## src/rtl/mac_tx_pkg.sv

```systemverilog
// Shared types and constants for the MAC TX frame arbiter.
//   state_t     : arbiter FSM states
//   tx_beat_t   : one byte plus framing flags as forwarded to the MAC
//   NREQ_MAX    : largest supported requester count
//   ABORTS_W    : width of the watchdog abort counter
package mac_tx_pkg;

  localparam int unsigned NREQ_MAX = 4;
  localparam int unsigned ABORTS_W = 16;

  typedef enum logic [2:0] {
    IDLE  = 3'd0,
    GRANT = 3'd1,
    XFER  = 3'd2,
    GAP   = 3'd3,
    ABORT = 3'd4
  } state_t;

  typedef struct packed {
    logic [7:0] data;
    logic       sop;
    logic       eop;
    logic       err;
  } tx_beat_t;

endpackage

```

## src/rtl/mac_tx_arbiter_rr_pick.sv

```systemverilog
// Combinational one-hot requester selector.
//   i_req    : request vector
//   i_ptr    : index to start scanning from (upward, modulo N)
//   i_strict : ignore i_ptr and scan from index 0 (fixed priority)
//   o_grant  : one-hot winner, zero when no request
module rr_pick #(
  parameter int unsigned N  = 2,
  parameter int unsigned PW = (N > 1) ? $clog2(N) : 1
) (
  input  logic [N-1:0]  i_req,
  input  logic [PW-1:0] i_ptr,
  input  logic          i_strict,
  output logic [N-1:0]  o_grant
);

  int unsigned w_base;
  int unsigned w_idx;
  logic        w_found;

  // First set request at or after the base index, wrapping at N.
  always_comb begin
    o_grant = '0;
    w_found = 1'b0;
    w_idx   = 32'd0;
    w_base  = i_strict ? 32'd0 : 32'(i_ptr);
    for (int unsigned k = 0; k < N; k++) begin
      w_idx = w_base + k;
      if (w_idx >= N) w_idx = w_idx - N;
      if (!w_found && i_req[PW'(w_idx)]) begin
        o_grant[PW'(w_idx)] = 1'b1;
        w_found             = 1'b1;
      end
    end
  end

endmodule

```

## src/rtl/mac_tx_arbiter.sv

```systemverilog
// Frame-granular arbiter sharing one MAC TX byte interface between NREQ
// sources, with a minimum inter-frame gap and a stall watchdog.
// Build option: define STRICT_PRIORITY_EN for fixed lowest-index priority
// instead of round-robin.
// Ports:
//   clk, rst_n            : clock, async active-low reset
//   req                   : per-source frame request
//   src_data/sop/eop/err/wren : per-source byte stream (byte i at [8i+7:8i])
//   src_rdy               : per-source ready (combinational)
//   grant                 : one-hot current owner
//   tx_clk                : forwarded clk
//   tx_data/sop/eop/err/wren : registered byte stream to the MAC
//   tx_rdy, tx_a_full     : MAC flow control
//   aborts                : saturating watchdog abort count
module mac_tx_arbiter
  import mac_tx_pkg::*;
#(
  parameter int unsigned NREQ       = 2,
  parameter int unsigned GAP_CYCLES = 16,
  parameter int unsigned STALL_MAX  = 255
) (
  input  logic                clk,
  input  logic                rst_n,
  input  logic [NREQ-1:0]     req,
  input  logic [8*NREQ-1:0]   src_data,
  input  logic [NREQ-1:0]     src_sop,
  input  logic [NREQ-1:0]     src_eop,
  input  logic [NREQ-1:0]     src_err,
  input  logic [NREQ-1:0]     src_wren,
  output logic [NREQ-1:0]     src_rdy,
  output logic [NREQ-1:0]     grant,
  output logic                tx_clk,
  output logic [7:0]          tx_data,
  output logic                tx_sop,
  output logic                tx_eop,
  output logic                tx_err,
  output logic                tx_wren,
  input  logic                tx_rdy,
  input  logic                tx_a_full,
  output logic [ABORTS_W-1:0] aborts
);

  localparam int unsigned PTR_W   = (NREQ > 1) ? $clog2(NREQ) : 1;
  localparam int unsigned GAP_W   = (GAP_CYCLES > 0) ? $clog2(GAP_CYCLES + 1) : 1;
  localparam int unsigned STALL_W = (STALL_MAX > 0) ? $clog2(STALL_MAX + 1) : 1;

`ifdef STRICT_PRIORITY_EN
  localparam logic STRICT = 1'b1;
`else
  localparam logic STRICT = 1'b0;
`endif

  state_t               r_state, w_state_d;
  logic [NREQ-1:0]      r_grant, w_grant_d;
  logic [PTR_W-1:0]     r_owner, w_owner_d;
  logic [PTR_W-1:0]     r_ptr, w_ptr_d;
  logic [GAP_W-1:0]     r_gap, w_gap_d;
  logic [STALL_W-1:0]   r_stall, w_stall_d;
  tx_beat_t             r_beat, w_beat_d;
  logic                 r_wren, w_wren_d;
  logic [ABORTS_W-1:0]  r_aborts, w_aborts_d;

  logic [NREQ-1:0]      w_pick;
  logic [PTR_W-1:0]     w_pick_idx;
  logic                 w_rdy_ok;
  logic                 w_acc;
  logic                 w_owner_req;
  tx_beat_t             w_in_beat;
  logic [PTR_W-1:0]     w_ptr_adv;
  logic [STALL_W-1:0]   w_stall_inc;
  logic                 w_stall_hit;
  logic [ABORTS_W-1:0]  w_aborts_inc;

  rr_pick #(.N(NREQ), .PW(PTR_W)) u_pick (
    .i_req    (req),
    .i_ptr    (r_ptr),
    .i_strict (STRICT),
    .o_grant  (w_pick)
  );

  // Binary index of the picked requester.
  always_comb begin
    w_pick_idx = '0;
    for (int unsigned i = 0; i < NREQ; i++)
      if (w_pick[i]) w_pick_idx = PTR_W'(i);
  end

  // Owner's byte, selected by the registered one-hot grant.
  always_comb begin
    w_in_beat = '0;
    for (int unsigned i = 0; i < NREQ; i++) begin
      if (r_grant[i]) begin
        w_in_beat.data = src_data[8*i +: 8];
        w_in_beat.sop  = src_sop[i];
        w_in_beat.eop  = src_eop[i];
        w_in_beat.err  = src_err[i];
      end
    end
  end

  assign w_rdy_ok     = tx_rdy & ~tx_a_full;
  assign src_rdy      = r_grant & {NREQ{w_rdy_ok}};
  assign w_acc        = |(src_wren & src_rdy);
  assign w_owner_req  = |(req & r_grant);
  assign w_ptr_adv    = (32'(r_owner) >= NREQ - 1) ? '0 : r_owner + PTR_W'(1);
  assign w_stall_inc  = r_stall + STALL_W'(1);
  assign w_stall_hit  = (STALL_MAX != 0) && (32'(w_stall_inc) == STALL_MAX);
  assign w_aborts_inc = (&r_aborts) ? r_aborts : r_aborts + ABORTS_W'(1);

  // Next-state and next-output logic.
  always_comb begin
    w_state_d  = r_state;
    w_grant_d  = r_grant;
    w_owner_d  = r_owner;
    w_ptr_d    = r_ptr;
    w_gap_d    = r_gap;
    w_stall_d  = r_stall;
    w_beat_d   = '0;
    w_wren_d   = 1'b0;
    w_aborts_d = r_aborts;

    unique case (r_state)
      IDLE: begin
        w_stall_d = '0;
        if (|req) begin
          w_grant_d = w_pick;
          w_owner_d = w_pick_idx;
          w_state_d = GRANT;
        end
      end

      GRANT, XFER: begin
        if (w_acc) begin
          w_wren_d  = 1'b1;
          w_beat_d  = w_in_beat;
          w_stall_d = '0;
          // A frame must open with sop; flag it so the MAC drops the frame.
          if (r_state == GRANT && !w_in_beat.sop) w_beat_d.err = 1'b1;
          if (w_in_beat.eop) begin
            w_state_d = GAP;
            w_grant_d = '0;
            w_gap_d   = GAP_W'(GAP_CYCLES);
            w_ptr_d   = w_ptr_adv;
          end else begin
            w_state_d = XFER;
          end
        end else if (r_state == GRANT && !w_owner_req) begin
          // Source withdrew before sending anything: release quietly.
          w_state_d = IDLE;
          w_grant_d = '0;
        end else if (w_rdy_ok && STALL_MAX != 0) begin
          w_stall_d = w_stall_inc;
          if (w_stall_hit) begin
            // Close the frame with an errored eop beat presented in ABORT.
            w_state_d     = ABORT;
            w_grant_d     = '0;
            w_ptr_d       = w_ptr_adv;
            w_stall_d     = '0;
            w_aborts_d    = w_aborts_inc;
            w_wren_d      = 1'b1;
            w_beat_d.eop  = 1'b1;
            w_beat_d.err  = 1'b1;
          end
        end
      end

      ABORT: begin
        w_state_d = GAP;
        w_gap_d   = GAP_W'(GAP_CYCLES);
      end

      GAP: begin
        if (r_gap <= GAP_W'(1)) begin
          w_state_d = IDLE;
          w_gap_d   = '0;
        end else begin
          w_gap_d = r_gap - GAP_W'(1);
        end
      end

      default: w_state_d = IDLE;
    endcase
  end

  // State and registered outputs.
  always_ff @(posedge clk or negedge rst_n) begin
    if (!rst_n) begin
      r_state  <= IDLE;
      r_grant  <= '0;
      r_owner  <= '0;
      r_ptr    <= '0;
      r_gap    <= '0;
      r_stall  <= '0;
      r_beat   <= '0;
      r_wren   <= 1'b0;
      r_aborts <= '0;
    end else begin
      r_state  <= w_state_d;
      r_grant  <= w_grant_d;
      r_owner  <= w_owner_d;
      r_ptr    <= w_ptr_d;
      r_gap    <= w_gap_d;
      r_stall  <= w_stall_d;
      r_beat   <= w_beat_d;
      r_wren   <= w_wren_d;
      r_aborts <= w_aborts_d;
    end
  end

  assign grant   = r_grant;
  assign tx_clk  = clk;
  assign tx_data = r_beat.data;
  assign tx_sop  = r_beat.sop;
  assign tx_eop  = r_beat.eop;
  assign tx_err  = r_beat.err;
  assign tx_wren = r_wren;
  assign aborts  = r_aborts;

endmodule

```

## config.mk

```make
export PLATFORM = sky130hd
export DESIGN_NAME = mac_tx_arbiter
export DESIGN_NICKNAME = d
export VERILOG_FILES = /design/src/rtl/mac_tx_pkg.sv /design/src/rtl/mac_tx_arbiter_rr_pick.sv /design/src/rtl/mac_tx_arbiter.sv
export SDC_FILE = /design/constraint.sdc
export NUM_CORES = 1
export LEC_CHECK = 0
export CORE_AREA = 2 2 91 67
export DETAILED_ROUTE_END_ITERATION = 6
export DIE_AREA = 0 0 93 69
export PLACE_DENSITY_LB_ADDON = 0.2
export SYNTH_ARGS = -nofsm -noshare
export SYNTH_HDL_FRONTEND = slang
export SYNTH_HIERARCHICAL = 1
export SYNTH_SLANG_ARGS = --single-unit
export TNS_END_PERCENT = 100
```

## constraint.sdc

```tcl
create_clock -name clk -period 3 [get_ports clk]
set_input_delay 0.45 -clock clk [delete_from_list [all_inputs] [get_ports clk]]
set_output_delay 0.45 -clock clk [all_outputs]
set_load 0.02 [all_outputs]
```

# Yosys cells after proc, flatten, opt, wreduce, memory -nomap -nowiden
# Cells that the tools add are included.
[totals]
elab_cells = 135
out_inout_bits = 33
ramBits = 0
latch_bits = 0
n_memories = 0
romBits = 0
input_bits = 30
register_bits = 48
[classes]
eq_ne = 16
shifts = 0
n_bitwise = 9
n_div = 0
order_cmp = 8
n_mux = 58
multipliers = 0
reduce_logical = 25
n_addsub = 7
[op_table]
columns = ["cell", "count"]
rows = [
  ["$mux W11", 3],
  ["$mux W8", 4],
  ["$mux W2", 12],
  ["$mux W1", 23],
  ["$mux W3", 6],
  ["$add A16 B1 Y16 const B", 1],
  ["$pmux W8 S2", 1],
  ["$reduce_and A16 Y1", 1],
  ["$mux W5", 3],
  ["$pmux W5 S3", 1],
  ["$pmux W3 S4", 1],
  ["$ne A2 B2 Y1 const B", 5],
  ["$reduce_and A5 Y1", 2],
  ["$mux W9", 1],
  ["$ne A3 B3 Y1 const B", 3],
  ["$add A8 B1 Y8 const B", 1],
  ["$eq A8 B8 Y1 const B", 1],
  ["$ne A4 B4 Y1 const B", 2],
  ["$reduce_or A2 Y1", 4],
  ["$and A2 B2 Y2", 3],
  ["$eq A3 B2 Y1 const B", 2],
  ["$reduce_and A3 Y1", 2],
  ["$reduce_and A6 Y1", 1],
  ["$reduce_bool A2 Y1", 3],
  ["other kinds (23)", 37],
]

# Logic depth before layout (Yosys ltp)
# Gate-level depths: netlist (run 1).
[depth]
ltp_word = 11
depth_mapped = 7
ltp_nobuf = 7

# Cells and area by module
# Netlist (run 1), hierarchy kept.
[by_module_without_submodules]
columns = ["module", "cells_each", "area_each_um2", "seq_area_each_um2", "instances"]
rows = [
  ["mac_tx_arbiter", 272, 2668.8, 1201.2, 1],
  ["rr_pick", 4, 30.0, 0.0, 1],
]

==> metrics.yaml, run 1 <==
wl_um: 6680
antenna_found_initial: 0
synth_edf_count: 0
yosysMostFrequentCell: "dfrtp_1"
rsz0062_at_grt: "no"
core_um2: 5525
maxCapViolCount: 0
drc: 0
cp_max_fo: 2
floorplan.initialDensity_pct: 48.85
track_usage_pct: 21.93
syn_area_per_cell_um2: 9.778
clk-insertion-delay-late_ps: 400
syn_nets: 311
p_leak_uw: 0.001523
synth_cell_types: 60
grt_pass1_wl_um: 11140
hp-class: "in2async"
die_area_um2: 6417
diodes: 0
finalNetCount: 377
grt_pass1_vias: 2300
drive_gt1_share_pct: 11.66
portBuffers: 62
ff2ff_path_depth: 6
max_stage_delay_ps: 540
row_count: 23
final_core_util_pct: 63.97
dp.cells: 407
critical_path_required_ps: 2550
worstSetupPathType: "clk2out"
cp.arrival_ps: 2270
postCtsSetupBuffers: 0
critPathLaunchType: "clock port"
ys.flop_type: "dfrtp_1"
setup_viol: 0
clk_pin_slew_ps: 90
final_cell_area_um2: 3535
crit_chain: "clkbuf_8 -> clkbuf_8 -> clkdlybuf4s50_1"
grt_max_degree: 49
worst_path_max_delay_cell: "clkdlybuf4s50_1"
drt_iter0_markers: 157
ff2ff_setup_slack_ps: 570
crit_top_cell: "clkbuf_8"
overflow: 0
worst_slew_pin_slew_ps: 1065
crit_path_end_kind: "primary output"
p_per_area_nw_per_um2: 671.0
yosys_register_bits: 48
synth_top_area_share_pct: 44.51
dpl_cell_area_um2: 3396
ys_top_cells_by_area: "dfrtp_1 (45%), xor2_1 (4.9%), nor2_1 (3.8%)"
yosysSeqAreaShare_pct: 44.51
fin_tns_setup_ps: 0
viasPerCell: 5.722
routedWlPerCell_um: 15.98
fin_cells: 418
syn_area_um2: 2699
drt-pass1-iter-count: 4
dr_total_vias: 2392
fin_ws_ps: 284.0
reg2reg_from: "r_stall[1]$_DFFE_PN0P_"
ctsResizeCount: 0
status: "finished clean"
hold_violations: 0
post-dp-hpwl_um: 4860
fillers: 465
maxSlewHeadroom_pct: 29.02
yosysTopAreaCell: "dfrtp_1"
path_buf_inv: 3
yosys_warnings: 6
skew_ps: 4.545
yosys-top-cells-count: "dfrtp_1 (48), nor2_1 (27), nand2_1 (18), xor2_1 (15), nor4_1 (11)"
dpl_worst_slack_ps: 202.6
cts_tree: "done"
hold_buffers: 0
drtAntennaViolNets: 0
r2r_end: "aborts[1]$_DFFE_PN0P_"
ioPinCount: 63
ir_drop_uv: 464.4
synthToLayoutAreaGrowth_pct: 30.97
chipWidth_um: 93
gp_congestion: 0.9071
synth_cells: 276
async_flop_share_pct: 100.0
die_y_um: 69
crit_family: "buffers and inverters"
drv_slew: 0
[per-stage QoR]
stage | power, µW | hold slack [ps]
global route | 2554 | 313.3
detailed placement | 1867 | 470.8
global placement | 1842 | 451.9
floorplan | 1562 | 154.4
CTS | 2392 | 266.8
finish | 2372 | 232.2
[cell families (layout without fill, tap and decap cells)]
logic type,after synthesis,after routing,synth area share (%)
flops,48,48,44.51
xor+xnor,19,19,6.166
mux,5,5,1.993
fa+ha+maj,5,5,2.318
other cells,1,1,0.1389
simple gates,113,113,23.41
buf+inv,21,88,3.384
compound gates,64,64,18.08
[cells in the final DEF (no fill, tap or decap), types with 5 or more instances in the layout]
cell,count
nand4_1,8
xor2_1,15
nor3_1,7
clkbuf_8,9
nand2_1,18
ha_1,5
a22o_1,9
o21ai_0,9
clkdlybuf4s50_1,61
inv_1,9
buf_4,6
a31o_2,5
dfrtp_1,48
nor2_1,27
a22oi_1,10
nor4_1,11
nand3_1,8
[power breakdown]
part / total (µW) / internal [µW] / switching (µW)
clock network: 551 / 294 / 256
registers: 835 / 725 / 110
logic: 986 / 432 / 554
total: 2370 / 1450 / 920
[state kept, by name, summed over array words and instances (netlist names)]
register,flops
tx_sop,1
grant,2
r_owner,1
tx_wren,1
r_stall,8
tx_eop,1
aborts,16
tx_data,8
tx_err,1
r_gap,5
r_ptr,1
r_state,3
[worst max-delay path by stage]
stage | startpoint | endpoint | slack [ps] | cells after the start
2_1_floorplan | r_stall[1]$_DFFE_PN0P_ | aborts[3]$_DFFE_PN0P_ | 690 | 6
3_3_place_gp | src_wren[0] | aborts[13]$_DFFE_PN0P_ | 290 | 7
3_5_place_dp | src_wren[0] | aborts[12]$_DFFE_PN0P_ | 200 | 7
4_1_cts | clk | tx_clk | 270 | 3
5_1_grt | clk | tx_clk | 270 | 3
6_report | clk | tx_clk | 280 | 3
[worst register-to-register path: stages (launching register included)]
cell and delay, ps:
dfrtp_1 410, ha_1 250, nand3_2 120, or3_4 370
a211o_2 450, nor4_2 340, mux2_2 380
[final cells by class]
| type | count | area [µm²] | share of cell area, % |
|---|---|---|---|
| clock buffer | 10 | 133.9 | 3.788 |
| sequential | 48 | 1201 | 33.98 |
| inverter | 9 | 33.78 | 0.9558 |
| multi-input combinational | 207 | 1406 | 39.79 |
| tap | 75 | 93.84 | 2.655 |
| timing repair buffer | 67 | 650.6 | 18.41 |
| clock inverter | 2 | 15.01 | 0.4248 |
[metal layers]
layer  routed length [µm]  share of wire, %  vias to the layer above  GRT usage (%)
met3                  479               7.2                        8          5.246
met1                 3226                48                     1145          32.34
met5                    0                 0                        -              0
met4                   68               1.0                        0          8.170
met2                 2906                44                       84          31.32
li1                     -                 -                     1155              -
Note: power is estimated with default switching activity, not from simulation.
==> inputs of run 2 (changes only) <==
Settings changed: ABC_AREA set to 1, CORE_AREA 2 2 91 67 to 2 2 92 67, DIE_AREA 0 0 93 69 to 0 0 94 69.
==> metrics.yaml, run 2 <==
status: "finished clean"
viasPerCell: 4.922
antenna_found_initial: 0
yosys-top-cells-count: "nand2_1 (98), inv_1 (53), dfrtp_1 (48), nor2_1 (40), nand3_1 (19)"
p_leak_uw: 0.001715
syn_nets: 393
cp_max_fo: 2
gr-usage-met3_pct: 7.322
floorplan.initialDensity_pct: 48.90
fin_cells: 503
p_comb_share_pct: 31.0
largest_reg_flops: 16
wl_um: 6259
yosysTopAreaCell: "dfrtp_1"
ioPinCount: 63
p_clk_share_pct: 32.3
gr-usage-met1_pct: 28.46
overflow: 0
dp.cells: 491
yosys_register_bits: 48
layout_commonest_cell: "nand2_1"
hold_violations: 0
syn_area_um2: 2744
clk-insertion-delay-late_ps: 420
worstSetupPathType: "clk2out"
gp_congestion: 0.8652
yosysSeqAreaShare_pct: 43.78
synthToLayoutAreaGrowth_pct: 31.33
grtUsageMet2_pct: 30.79
hp-class: "reg2reg"
grt_pass1_wl_um: 10550
portBuffers: 62
p_per_area_nw_per_um2: 621.3
setup_viol: 0
track_usage_pct: 20.58
drt_iter0_markers: 155
synth_edf_count: 0
maxCapViolCount: 0
synth_top_area_share_pct: 43.78
hold_buffers: 1
ir_drop_uv: 328.2
die_area_um2: 6486
drc: 0
yosysMostFrequentCell: "nand2_1"
clk_pin_slew_ps: 90
ys.flop_type: "dfrtp_1"
fillers: 491
yosys_warnings: 6
drt-pass1-iter-count: 5
diodes: 0
dr_total_vias: 2476
row_count: 23
p_total_uw: 2239
ctsResizeCount: 0
worst_slew_pin_slew_ps: 556.0
synth_cells: 358
drive_gt1_share_pct: 7.477
crit_path_end_kind: "primary output"
routedWlPerCell_um: 12.44
async_flop_share_pct: 100.0
cp.arrival_ps: 2250
rsz0062_at_grt: "no"
grt_max_degree: 30
final_core_util_pct: 64.21
p_sw_share_pct: 35.88
die_y_um: 69
syn_area_per_cell_um2: 7.664
power_frac_seq_pct: 36.7
grt_pass1_vias: 2302
finalNetCount: 462
postCtsSetupBuffers: 0
post-dp-hpwl_um: 4650
cts_tree: "done"
critical_path_required_ps: 2550
drtAntennaViolNets: 0
maxSlewHeadroom_pct: 62.93
chipWidth_um: 94
skew_ps: 5.527
busiest_layer: "met2"
internal_power_uw: 1436
synth_cell_types: 33
drv_slew: 0
switchingPower_uw: 803.2
core_um2: 5612
fin_tns_setup_ps: 0
ys_top_cells_by_area: "dfrtp_1 (44%), nand2_1 (13%), inv_1 (7.3%)"
layout_common_cells: "nand2_1 (98), clkdlybuf4s50_1 (61), inv_1 (53)"
critPathLaunchType: "clock port"
-- run 2: cell count changes in the layout (fill, tap and decap cells not counted), moves of 5 or more --
cell | previous run | this run
a22o_1 | 9 | 0
a31o_2 | 5 | 0
buf_4 | 6 | 1
inv_1 | 9 | 53
nand2_1 | 18 | 98
nand3_1 | 8 | 19
nor2_1 | 27 | 40
nor4_1 | 11 | 0
o22ai_1 | 3 | 9
xor2_1 | 15 | 10
-- run 2: path summary, 6_finish.rpt --
kind | start | depth (start not counted) | slack [ps] | end
max in group asynchronous | rst_n | 3 | 1750 | grant[1]$_DFFE_PN0P_
setup reg to reg | r_stall[0]$_DFFE_PN0P_ | 11 | 1050 | aborts[3]$_DFFE_PN0P_
setup / recovery | clk | 3 | 300 | tx_clk
min in group asynchronous | rst_n | 2 | 510 | r_stall[2]$_DFFE_PN0P_
hold / removal | r_ptr$_DFFE_PN0P_ | 2 | 500 | r_ptr$_DFFE_PN0P_
hold reg to reg | r_ptr$_DFFE_PN0P_ | 2 | 500 | r_ptr$_DFFE_PN0P_
-- run 2: layout make-up --
type	instances	area, µm²	share of cell area (%)
clock buffer	9	120.1	3.333
clock inverter	3	68.82	1.910
inverter	58	222.7	6.181
multi-input combinational	247	1274	35.35
sequential	48	1201	33.33
tap	75	93.84	2.604
timing repair buffer	63	623.1	17.29
-- run 2: per-layer routing --
layer	vias up	share of wire, %
met5	-	0
met4	0	0.73
met3	5	8.2
met2	76	44
met1	1122	47
li1	1273	-
-- run 2: kinds of logic (layout without fill, tap and decap cells) --
kind of cell / count (synthesis) / count (layout) / share of synthesized area, %
simple gates: 178 / 178 / 28.00
buf+inv: 63 / 133 / 9.804
compound gates: 46 / 46 / 10.58
fa+ha+maj: 5 / 5 / 2.280
other cells: 1 / 1 / 0.1367
xor+xnor: 17 / 17 / 5.426
flops: 48 / 48 / 43.78
-- run 2: power groups by stage --
stage	registers (µW)	clock network, µW	logic [µW]
after floorplan	823	38.9	487
after detailed placement	832	44.8	693
after CTS	820	736	697
after global routing	838	769	800
after global placement	833	44.8	676
final	822	723	694
-- run 2: through the flow --
stage / hold WS [ps] / setup WS [ps] / cell area (µm²)
floorplan: 154.4 / 916.0 / 2744
global placement: 428.7 / 541.5 / 3415
detailed placement: 429.8 / 541.5 / 3415
CTS: 506.3 / 286.7 / 3603
global route: 556.7 / 279.2 / 3603
finish: 502.9 / 295.7 / 3603
-- run 2: critical path: stages --
cell,delay [ps]
clkbuf_8,110
clkbuf_8,120
clkdlybuf4s50_1,530
